[src/rtl/license_plate_recognizer.sv]
// ---------------------------------------------------------------------------
// license_plate_recognizer
//
// Purpose:
//   Registered matcher that compares an 8-bit plate code against eight
//   enrolled plate codes on every rising clock edge. It reports:
//   - a one-hot match, with the lowest index winning on duplicates,
//   - an any-match flag,
//   - the encoded index of the matching slot,
//   - a 2-bit status.
//   Optionally it also tracks which plates have already been seen, so that
//   repeat sightings can be flagged.
//
// Ports:
//   clk                 in   1  rising-edge clock
//   rst_n               in   1  asynchronous active-low reset
//   ip_vehicle          in   8  plate code, sampled every rising edge
//   vehicle0..vehicle7  out  1  one-hot registered match per slot
//   detect              out  1  registered OR of vehicle0..7
//   state               out  2  00 IDLE, 01 NEW, 10 REPEAT, 11 UNKNOWN
//   DIST                out  3  encoded index of matched slot, 0 on a miss
//
// Configuration macro:
//   LPR_REPEAT_DETECT_EN - when defined, a sticky per-slot seen register is
//   kept and a repeat sighting reports REPEAT (10). When undefined, every
//   match reports NEW (01).
// ---------------------------------------------------------------------------
module license_plate_recognizer #(
    parameter logic [7:0] PLATE0 = 8'h00,
    parameter logic [7:0] PLATE1 = 8'h49,
    parameter logic [7:0] PLATE2 = 8'h92,
    parameter logic [7:0] PLATE3 = 8'hDB,
    parameter logic [7:0] PLATE4 = 8'h24,
    parameter logic [7:0] PLATE5 = 8'h6D,
    parameter logic [7:0] PLATE6 = 8'hAE,
    parameter logic [7:0] PLATE7 = 8'hFF
) (
    input  logic       clk,
    input  logic       rst_n,
    input  logic [7:0] ip_vehicle,
    output logic       vehicle0,
    output logic       vehicle1,
    output logic       vehicle2,
    output logic       vehicle3,
    output logic       vehicle4,
    output logic       vehicle5,
    output logic       vehicle6,
    output logic       vehicle7,
    output logic       detect,
    output logic [1:0] state,
    output logic [2:0] DIST
);

    localparam logic [1:0] ST_IDLE    = 2'b00;
    localparam logic [1:0] ST_NEW     = 2'b01;
    localparam logic [1:0] ST_REPEAT  = 2'b10;
    localparam logic [1:0] ST_UNKNOWN = 2'b11;

    logic [7:0][7:0] plateTab;
    logic [7:0]      rawHit;
    logic            hitFound;
    logic [2:0]      hitIdx;
    logic            alreadySeen;

    logic            relSync_q;
    logic [7:0]      match_q, match_d;
    logic            detect_q, detect_d;
    logic [1:0]      state_q, state_d;
    logic [2:0]      dist_q, dist_d;

    assign plateTab = {PLATE7, PLATE6, PLATE5, PLATE4,
                       PLATE3, PLATE2, PLATE1, PLATE0};

    // Reset release flop. Together with the output registers it forms the
    // two-flop release, so the first evaluation lands on the second rising
    // edge after rst_n goes high.
    always_ff @(posedge clk or negedge rst_n) begin
        if (!rst_n) begin
            relSync_q <= 1'b0;
        end else begin
            relSync_q <= 1'b1;
        end
    end

    // Parallel compare followed by lowest-index priority selection, so that
    // duplicate enrolled codes still produce a strictly one-hot result.
    always_comb begin
        rawHit   = '0;
        hitFound = 1'b0;
        hitIdx   = 3'd0;
        for (int i = 0; i < 8; i++) begin
            rawHit[i] = (ip_vehicle == plateTab[i]);
        end
        for (int i = 0; i < 8; i++) begin
            if (rawHit[i] && !hitFound) begin
                hitFound = 1'b1;
                hitIdx   = 3'(i);
            end
        end
    end

`ifdef LPR_REPEAT_DETECT_EN
    logic [7:0] seen_q, seen_d;

    // Seen bits are sticky until reset. They only start collecting once the
    // release flop allows evaluation.
    always_ff @(posedge clk or negedge rst_n) begin
        if (!rst_n) begin
            seen_q <= '0;
        end else if (relSync_q) begin
            seen_q <= seen_d;
        end
    end

    always_comb begin
        seen_d      = seen_q | match_d;
        alreadySeen = seen_q[hitIdx];
    end
`else
    assign alreadySeen = 1'b0;
`endif

    always_comb begin
        match_d  = hitFound ? (8'b1 << hitIdx) : 8'b0;
        detect_d = hitFound;
        dist_d   = hitFound ? hitIdx : 3'd0;
        if (!hitFound) begin
            state_d = ST_UNKNOWN;
        end else if (alreadySeen) begin
            state_d = ST_REPEAT;
        end else begin
            state_d = ST_NEW;
        end
    end

    // Output registers hold IDLE/zero until the release flop is set, so
    // IDLE can only be re-entered through reset.
    always_ff @(posedge clk or negedge rst_n) begin
        if (!rst_n) begin
            match_q  <= '0;
            detect_q <= 1'b0;
            state_q  <= ST_IDLE;
            dist_q   <= 3'd0;
        end else if (relSync_q) begin
            match_q  <= match_d;
            detect_q <= detect_d;
            state_q  <= state_d;
            dist_q   <= dist_d;
        end
    end

    assign vehicle0 = match_q[0];
    assign vehicle1 = match_q[1];
    assign vehicle2 = match_q[2];
    assign vehicle3 = match_q[3];
    assign vehicle4 = match_q[4];
    assign vehicle5 = match_q[5];
    assign vehicle6 = match_q[6];
    assign vehicle7 = match_q[7];
    assign detect   = detect_q;
    assign state    = state_q;
    assign DIST     = dist_q;

endmodule

[config.mk]
export PLATFORM = sky130hd
export DESIGN_NAME = license_plate_recognizer
export DESIGN_NICKNAME = d
export VERILOG_FILES = /design/src/rtl/license_plate_recognizer.sv
export SDC_FILE = /design/constraint.sdc
export NUM_CORES = 1
export LEC_CHECK = 0
export ABC_AREA = 1
export CAP_MARGIN = 20
export CORE_MARGIN = 1.5
export CORE_UTILIZATION = 40
export CTS_CLUSTER_SIZE = 12
export DETAILED_ROUTE_END_ITERATION = 8
export PLACE_DENSITY = 0.76
export SYNTH_ARGS = -nofsm -noshare
export SYNTH_HDL_FRONTEND = slang
export SYNTH_SLANG_ARGS = --single-unit
[constraint.sdc]
create_clock -name clk -period 1.1 [get_ports clk]
set_clock_uncertainty 0.05 [all_clocks]
set_input_delay 0.11 -clock clk [delete_from_list [all_inputs] [get_ports clk]]
set_output_delay 0.11 -clock clk [all_outputs]
set_load 0.1 [all_outputs]
==> reports/results.tsv, run 1 <==
stage	metric	value	unit
outcome	outcome	finished, final reports clean	
critical_path	crit_type	reg -> out	
place	numPortBuffers	23	
global_routing	grt_pass1_vias	874	
global_routing	overflow	0	
sta	setup_violations	0	
detailed_routing	routed_wl	2120	µm
global_routing	antenna_found_initial	0	
synth	synth_warnings	0	
place	dp_cells	181	
floorplanning	fp.dieArea	2390	µm²
floorplanning	io_pins	24	
place	gp_congestion	0.871	
critical_path	startpoint	state[0]	
sta	rsz0062_at_grt	false	
detailed_routing	drc	0	
detailed_routing	drt_iter0_drc	49	
cells_and_area	nets	169	
flow_run	max_cap_violations	0	
clock_network	clkTransAtPathRegs	0.09	ns
synth	ys_seq_elements	15	
pwr	p_leak	0.700	nW
clock_network	cts_tree	yes	
critical_path	crit_family	flip-flops	
critical_path	crit_cells	1	
global_routing	grt_use_total	19.8	%
critical_path	worstSetupEndpoint	state[0]	
cells_and_area	stdcell_count	185	
cells_and_area	fin_util	68.2	%
synth	yosysSeqAreaShare	44.5	%
cells_and_area	design_area	1350	µm²
floorplanning	die_h	48.9	µm
synth	synthCells	126	
floorplanning	design.core.area	1980	µm²
detailed_routing	routed-via-count	918	
hold_path	min_path_type	in -> async	
critical_path	critPathMaxStageDelay	0.44	ns
detailed_routing	firstDrtPassIters	4	
critical_path	endpoint_kind	output port	
synth	synth_cell_types	14	
critical_path	crit_buf_inv	1	
clock_network	cts.sinks	15	
clock_network	cts_buffer_depth	2	
critical_path	path_cells	buf_12	
clock_network	cts_setup_buffers	0	
sta	hold_ws	0.0922	ns
critical_path	r2r_start	relSync_q	
place	dpl_cell_area	1310	µm²
global_routing	grt_max_degree	16	
clock_network	clk_latency	0.27	ns
critical_path	r2r_cells	3	
cells_and_area	filler_cell_count	168	
global_routing	grt_pass1_wl	3590	µm
floorplanning	initial_core_util	42.6	%
critical_path	r2r_slack	0.18	ns
place	hpwl	1720	µm
detailed_routing	post_drt_wl_per_cell	11.4	µm
sta	slew_viol_final	0	
critical_path	r2r-end	match_q[1]	
floorplanning	num_rows	16	
synth	synth_nets	136	
critical_path	slowest_stage	dfrtp_2	
pwr	peakVddDrop	423	µV
floorplanning	die_w	48.9	µm
sta	fin_crit_sh	95.9	%
cells_and_area	area_delta_synth_final	60.4	%
sta	max_freq	948	MHz
sta	fin_crit	1.05	ns
cells_and_area	drive_above_1_share	35.4	%
detailed_routing	viasPerCell	4.96	
detailed_routing	ant_nets	0	
synth	synth_area_per_cell	6.69	µm²
sta	final-hold-violation-count	0	
cells_and_area	num_antenna_cells	0	
clock_network	numCtsBuffers	3	
synth	netlist_area	843	µm²
critical_path	worst_setup_path_start_kind	register	
pwr	finalPower	1.10	mW
clock_network	cts_max_level	1	
critical_path	cp.arrival	0.89	ns
critical_path	required	0.94	ns
pwr	powerDensity	812	nW/µm²
clock_network	clk_root_buffer_cell	clkbuf_4	
critical_path	crit_fanout	2	
## kinds of logic after synthesis
kind of cell           synth area share (%)
AO/OA/AOI/OAI                          5.34
buffers and inverters                  9.35
flip-flops                             44.5
other                                 0.445
AND/OR/NAND/NOR                        40.4
## state kept, by name (all words and copies together), names as in the netlist
name       count
match_q        8
DIST           3
state          2
detect         1
relSync_q      1
## cell usage in the layout, fill, tap and decap left out, types with 3 or more instances in the layout
master / count
dfrtp_2: 14
buf_4: 7
inv_1: 18
nor2_1: 15
o21ai_0: 6
nand2_1: 43
buf_12: 14
dlygate4sd2_1: 7
nor2_2: 9
nand4_1: 5
clkbuf_4: 3
nand2_2: 3
## synthesized netlist by cell type (all sizes together)
| cell | number | share of area [%] |
|---|---|---|
| inv | 19 | 8.5 |
| nand4 | 5 | 3.7 |
| nand3 | 3 | 1.8 |
| nor3 | 1 | 0.59 |
| nand2 | 46 | 21 |
| or2 | 1 | 0.74 |
| dfrtp | 15 | 45 |
| conb | 1 | 0.44 |
| nor2 | 24 | 12 |
| clkbuf | 2 | 0.89 |
| o21ai | 9 | 5.3 |
## metal layers
metal	share of wire, %	up-vias	track usage (%)	routed length (µm)
li1	-	445	-	-
met1	35	409	19.0	736
met2	52	48	35.2	1100
met3	5.8	16	3.68	122
met4	7.5	0	19.0	158
met5	0	-	0	0
## power by group
| part | internal [mW] | switching [mW] | leakage (nW) |
|---|---|---|---|
| registers | 0.561 | 0.00933 | 0.177 |
| clock network | 0.134 | 0.167 | 0.0177 |
| logic | 0.0795 | 0.148 | 0.505 |
| total | 0.775 | 0.324 | 0.700 |
## how the worst min path moves through the flow
stage / cells past startpoint / from / end
floorplan: 0 / rst_n / DIST[0]
global placement: 2 / rst_n / match_q[5]
detailed placement: 2 / rst_n / match_q[7]
CTS: 2 / rst_n / match_q[3]
global route: 2 / rst_n / match_q[3]
finish: 2 / rst_n / match_q[3]
## per-stage QoR
stage | setup TNS, ns | setup slack, ns
after CTS | 0 | 0.0378
after global placement | -3.90 | -0.389
after global routing | 0 | 0.00280
after detailed placement | -4.45 | -0.419
final | 0 | 0.0455
after floorplan | 0 | 0.00119
## what timing repair did
action | in CTS | in global routing
pin swaps | 6 | 1
resized for setup | 16 | 2
hold buffers | 0 | 0
setup endpoints to repair | 10 | 1
## final cells by class
type / instances / area [µm²] / share of cell area, %
inverter: 19 / 71.3 / 5.27
sequential: 15 / 393 / 29.0
multi-input combinational: 90 / 413 / 30.5
tap: 27 / 33.8 / 2.50
timing repair buffer: 30 / 414 / 30.6
clock inverter: 1 / 5.00 / 0.370
clock buffer: 3 / 22.5 / 1.67
Note: power is estimated with default switching activity, not from simulation.
==> inputs of run 2 (changes only) <==
--- a/config.mk
+++ b/config.mk
@@ -5,13 +5,12 @@
 export SDC_FILE = /design/constraint.sdc
 export NUM_CORES = 1
 export LEC_CHECK = 0
-export ABC_AREA = 1
 export CAP_MARGIN = 20
 export CORE_MARGIN = 1.5
 export CORE_UTILIZATION = 40
 export CTS_CLUSTER_SIZE = 12
 export DETAILED_ROUTE_END_ITERATION = 8
-export PLACE_DENSITY = 0.76
+export PLACE_DENSITY = 0.79
 export SYNTH_ARGS = -nofsm -noshare
 export SYNTH_HDL_FRONTEND = slang
 export SYNTH_SLANG_ARGS = --single-unit
==> reports/results.tsv, run 2 <==
stage	metric	value	unit	change
detailed_routing	ant_nets	0		unchanged
clock_network	clk_latency	0.27	ns	about the same
outcome	violations	setup timing		
synth	synth_compound_area_share	18.7	%	+13 points
synth	netlist_area	714	µm²	-15%
clock_network	clkTransAtPathRegs	0.09	ns	about the same
cells_and_area	num_antenna_cells	0		unchanged
pwr	p_leak	0.537	nW	-23%
clock_network	cts.sinks	15		unchanged
synth	synthAdderAreaFrac	0	%	unchanged
synth	synth-simple-area-share	19.3	%	-21 points
global_routing	grt_max_degree	16		unchanged
detailed_routing	drt_iter0_drc	16		-67%
synth	yosys-top-cells-area	dfrtp_1 53%, o22ai_1 7.9%, inv_1 4.7%		
synth	synth-main-ff-cell	dfrtp_1		
detailed_routing	post_drt_wl_per_cell	14.1	µm	+24%
detailed_routing	viasPerCell	5.14		+3.6%
cells_and_area	drive_above_1_share	63.4	%	+28 points
floorplanning	die_h	45.3	µm	-7.5%
synth	synth_cell_types	24		+10
global_routing	grt_pass1_vias	667		-24%
place	numPortBuffers	23		unchanged
detailed_routing	routed_wl	1940	µm	-8.4%
hold_path	min_path_type	in -> async		
global_routing	antenna_found_initial	0		unchanged
critical_path	cp.arrival	1.23	ns	+0.34 ns
cells_and_area	nets	123		-27%
critical_path	endpoint_kind	register		
synth	synth-xor-area-share	0	%	unchanged
cells_and_area	final_cell_mix	15 x dfrtp_2, 15 x buf_4, 14 x buf_12		
place	gp_congestion	0.829		-4.8%
sta	final-hold-violation-count	0		unchanged
floorplanning	io_pins	24		unchanged
sta	fin_crit_sh	103	%	+6.8 points
global_routing	grt_use_total	19.9	%	+0.058 points
detailed_routing	firstDrtPassIters	4		unchanged
synth	synth_edf_count	0		unchanged
critical_path	worst_setup_path_start_kind	input pin		
cells_and_area	regMostFlops	match_q		
synth	synth_area_per_cell	9.92	µm²	+48%
clock_network	cts_tree	yes		
detailed_routing	drc	0		unchanged
floorplanning	fp.dieArea	2050	µm²	-14%
critical_path	r2r_cells	3		unchanged
global_routing	grt_pass1_wl	2850	µm	-21%
synth	synthCells	72		-43%
floorplanning	design.core.area	1710	µm²	-14%
synth	yosysMostFrequentCell	dfrtp_1		
critical_path	r2r_slack	0.03	ns	-0.15 ns
sta	slew_viol_final	0		unchanged
synth	synth_nets	82		-40%
sta	max_freq	886	MHz	-6.6%
pwr	finalPower	1.16	mW	+5.5%
clock_network	ctsHoldBuffers	0		unchanged
critical_path	required	1.20	ns	+0.26 ns
pwr	peakVddDrop	797	µV	+88%
clock_network	cts_max_level	1		unchanged
pwr	powerDensity	882	nW/µm²	+8.5%
critical_path	crit_type	in -> reg		
cells_and_area	fin_util	77.0	%	+8.8 points
sta	setup_violations	1		+1
synth	synthMuxAreaShare	3.15	%	+3.2 points
clock_network	numCtsBuffers	3		unchanged
sta	fin_crit	1.13	ns	+0.0745 ns
detailed_routing	routed-via-count	704		-23%
global_routing	overflow	0		unchanged
critical_path	crit_fanout	5		+3
floorplanning	initial_core_util	41.8	%	-0.72 points
synth	synth_warnings	0		unchanged
synth	yosysTopAreaCellShare	52.5	%	+8.0 points
synth	synth_top_family_by_area	simple AND/OR/NAND/NOR gates		
synth	ys_seq_elements	15		unchanged
place	hpwl	1410	µm	-18%
outcome	outcome	finished, violations left		
synth	yosysSeqAreaShare	52.5	%	+8.0 points
clock_network	cts_buffer_depth	2		unchanged
cells_and_area	largest_reg_flops	8		unchanged
synth	synth_commonest_cells	15 x dfrtp_1, 9 x inv_1, 9 x o22ai_1, 6 x nor2_1		
synth	async_flop_share	100	%	unchanged
clock_network	clk_root_buffer_cell	clkbuf_4		
cells_and_area	area_delta_synth_final	84.1	%	
cells_and_area	filler_cell_count	106		-37%
floorplanning	die_w	45.3	µm	-7.5%
synth	synth_top_cell_by_area	dfrtp_1		
flow_run	max_cap_violations	0		unchanged
floorplanning	num_rows	15		-1
sta	fin_ws	-0.0290	ns	-0.0745 ns
-- run 2: path summary, 6_finish.rpt --
| check | startpoint | to |
|---|---|---|
| setup / recovery | ip_vehicle[0] | DIST[0] |
| hold / removal | rst_n | match_q[2] |
| setup reg to reg | relSync_q | match_q[0] |
| hold reg to reg | state[0] | state[0] |
| max in group asynchronous | rst_n | DIST[0] |
| min in group clk | ip_vehicle[7] | match_q[0] |
-- run 2: report_power, final --
part           switching (mW)  internal (mW)  leakage, nW
Clock                   0.162          0.135       0.0177
Combinational           0.165          0.115        0.346
Sequential             0.0177          0.564        0.173
-- run 2: cell type report --
cell class / count / area [µm²] / area share (%)
clock inverter: 1 / 5.00 / 0.381
multi-input combinational: 46 / 370 / 28.2
inverter: 9 / 33.8 / 2.57
clock buffer: 3 / 22.5 / 1.71
sequential: 15 / 394 / 30.0
timing repair buffer: 38 / 458 / 34.8
tap: 25 / 31.3 / 2.38
-- run 2: routing by layer --
metal  routed length (µm)  vias up  part of all wire, %  GRT usage [%]
met5                    0        -                    0              0
met4                   34        0                  1.8           5.29
met3                  100        6                  5.2           7.20
met2                 1100       27                   57           35.4
met1                  707      340                   36           22.3
li1                     -      331                    -              -
-- run 2: timing repair --
action | CTS | global route
setup endpoints to repair | 12 | 5
buffers inserted | 1 | 3
pin swaps | 8 | 5
gates resized for setup | 28 | 9
-- run 2: worst max-delay path, cell delays in order --
cell,delay [ns]
buf_2,0.14
nor3_4,0.23
buf_4,0.17
nor2_4,0.05
o31ai_1,0.29
a32o_1,0.19
a221oi_2,0.06
-- run 2: through the flow --
step           instance area (µm²)  setup WS (ns)  std cells  hold slack [ns]  setup TNS (ns)
2_1_floorplan                  754        -0.0528         72           -0.236         -0.0705
3_3_place_gp                  1230         -0.635        129            0.388           -5.20
3_5_place_dp                  1230         -0.712        129            0.399           -5.85
4_1_cts                       1280        -0.0269        134           0.0919         -0.0269
5_1_grt                       1320       -0.00335        137           0.0991        -0.00376
6_report                      1320        -0.0290        137           0.0876         -0.0290
-- run 2: cell families after synthesis --
logic type	count (synthesis)
other cells	1
simple gates	26
buf+inv	11
flops	15
mux	2
compound gates	17
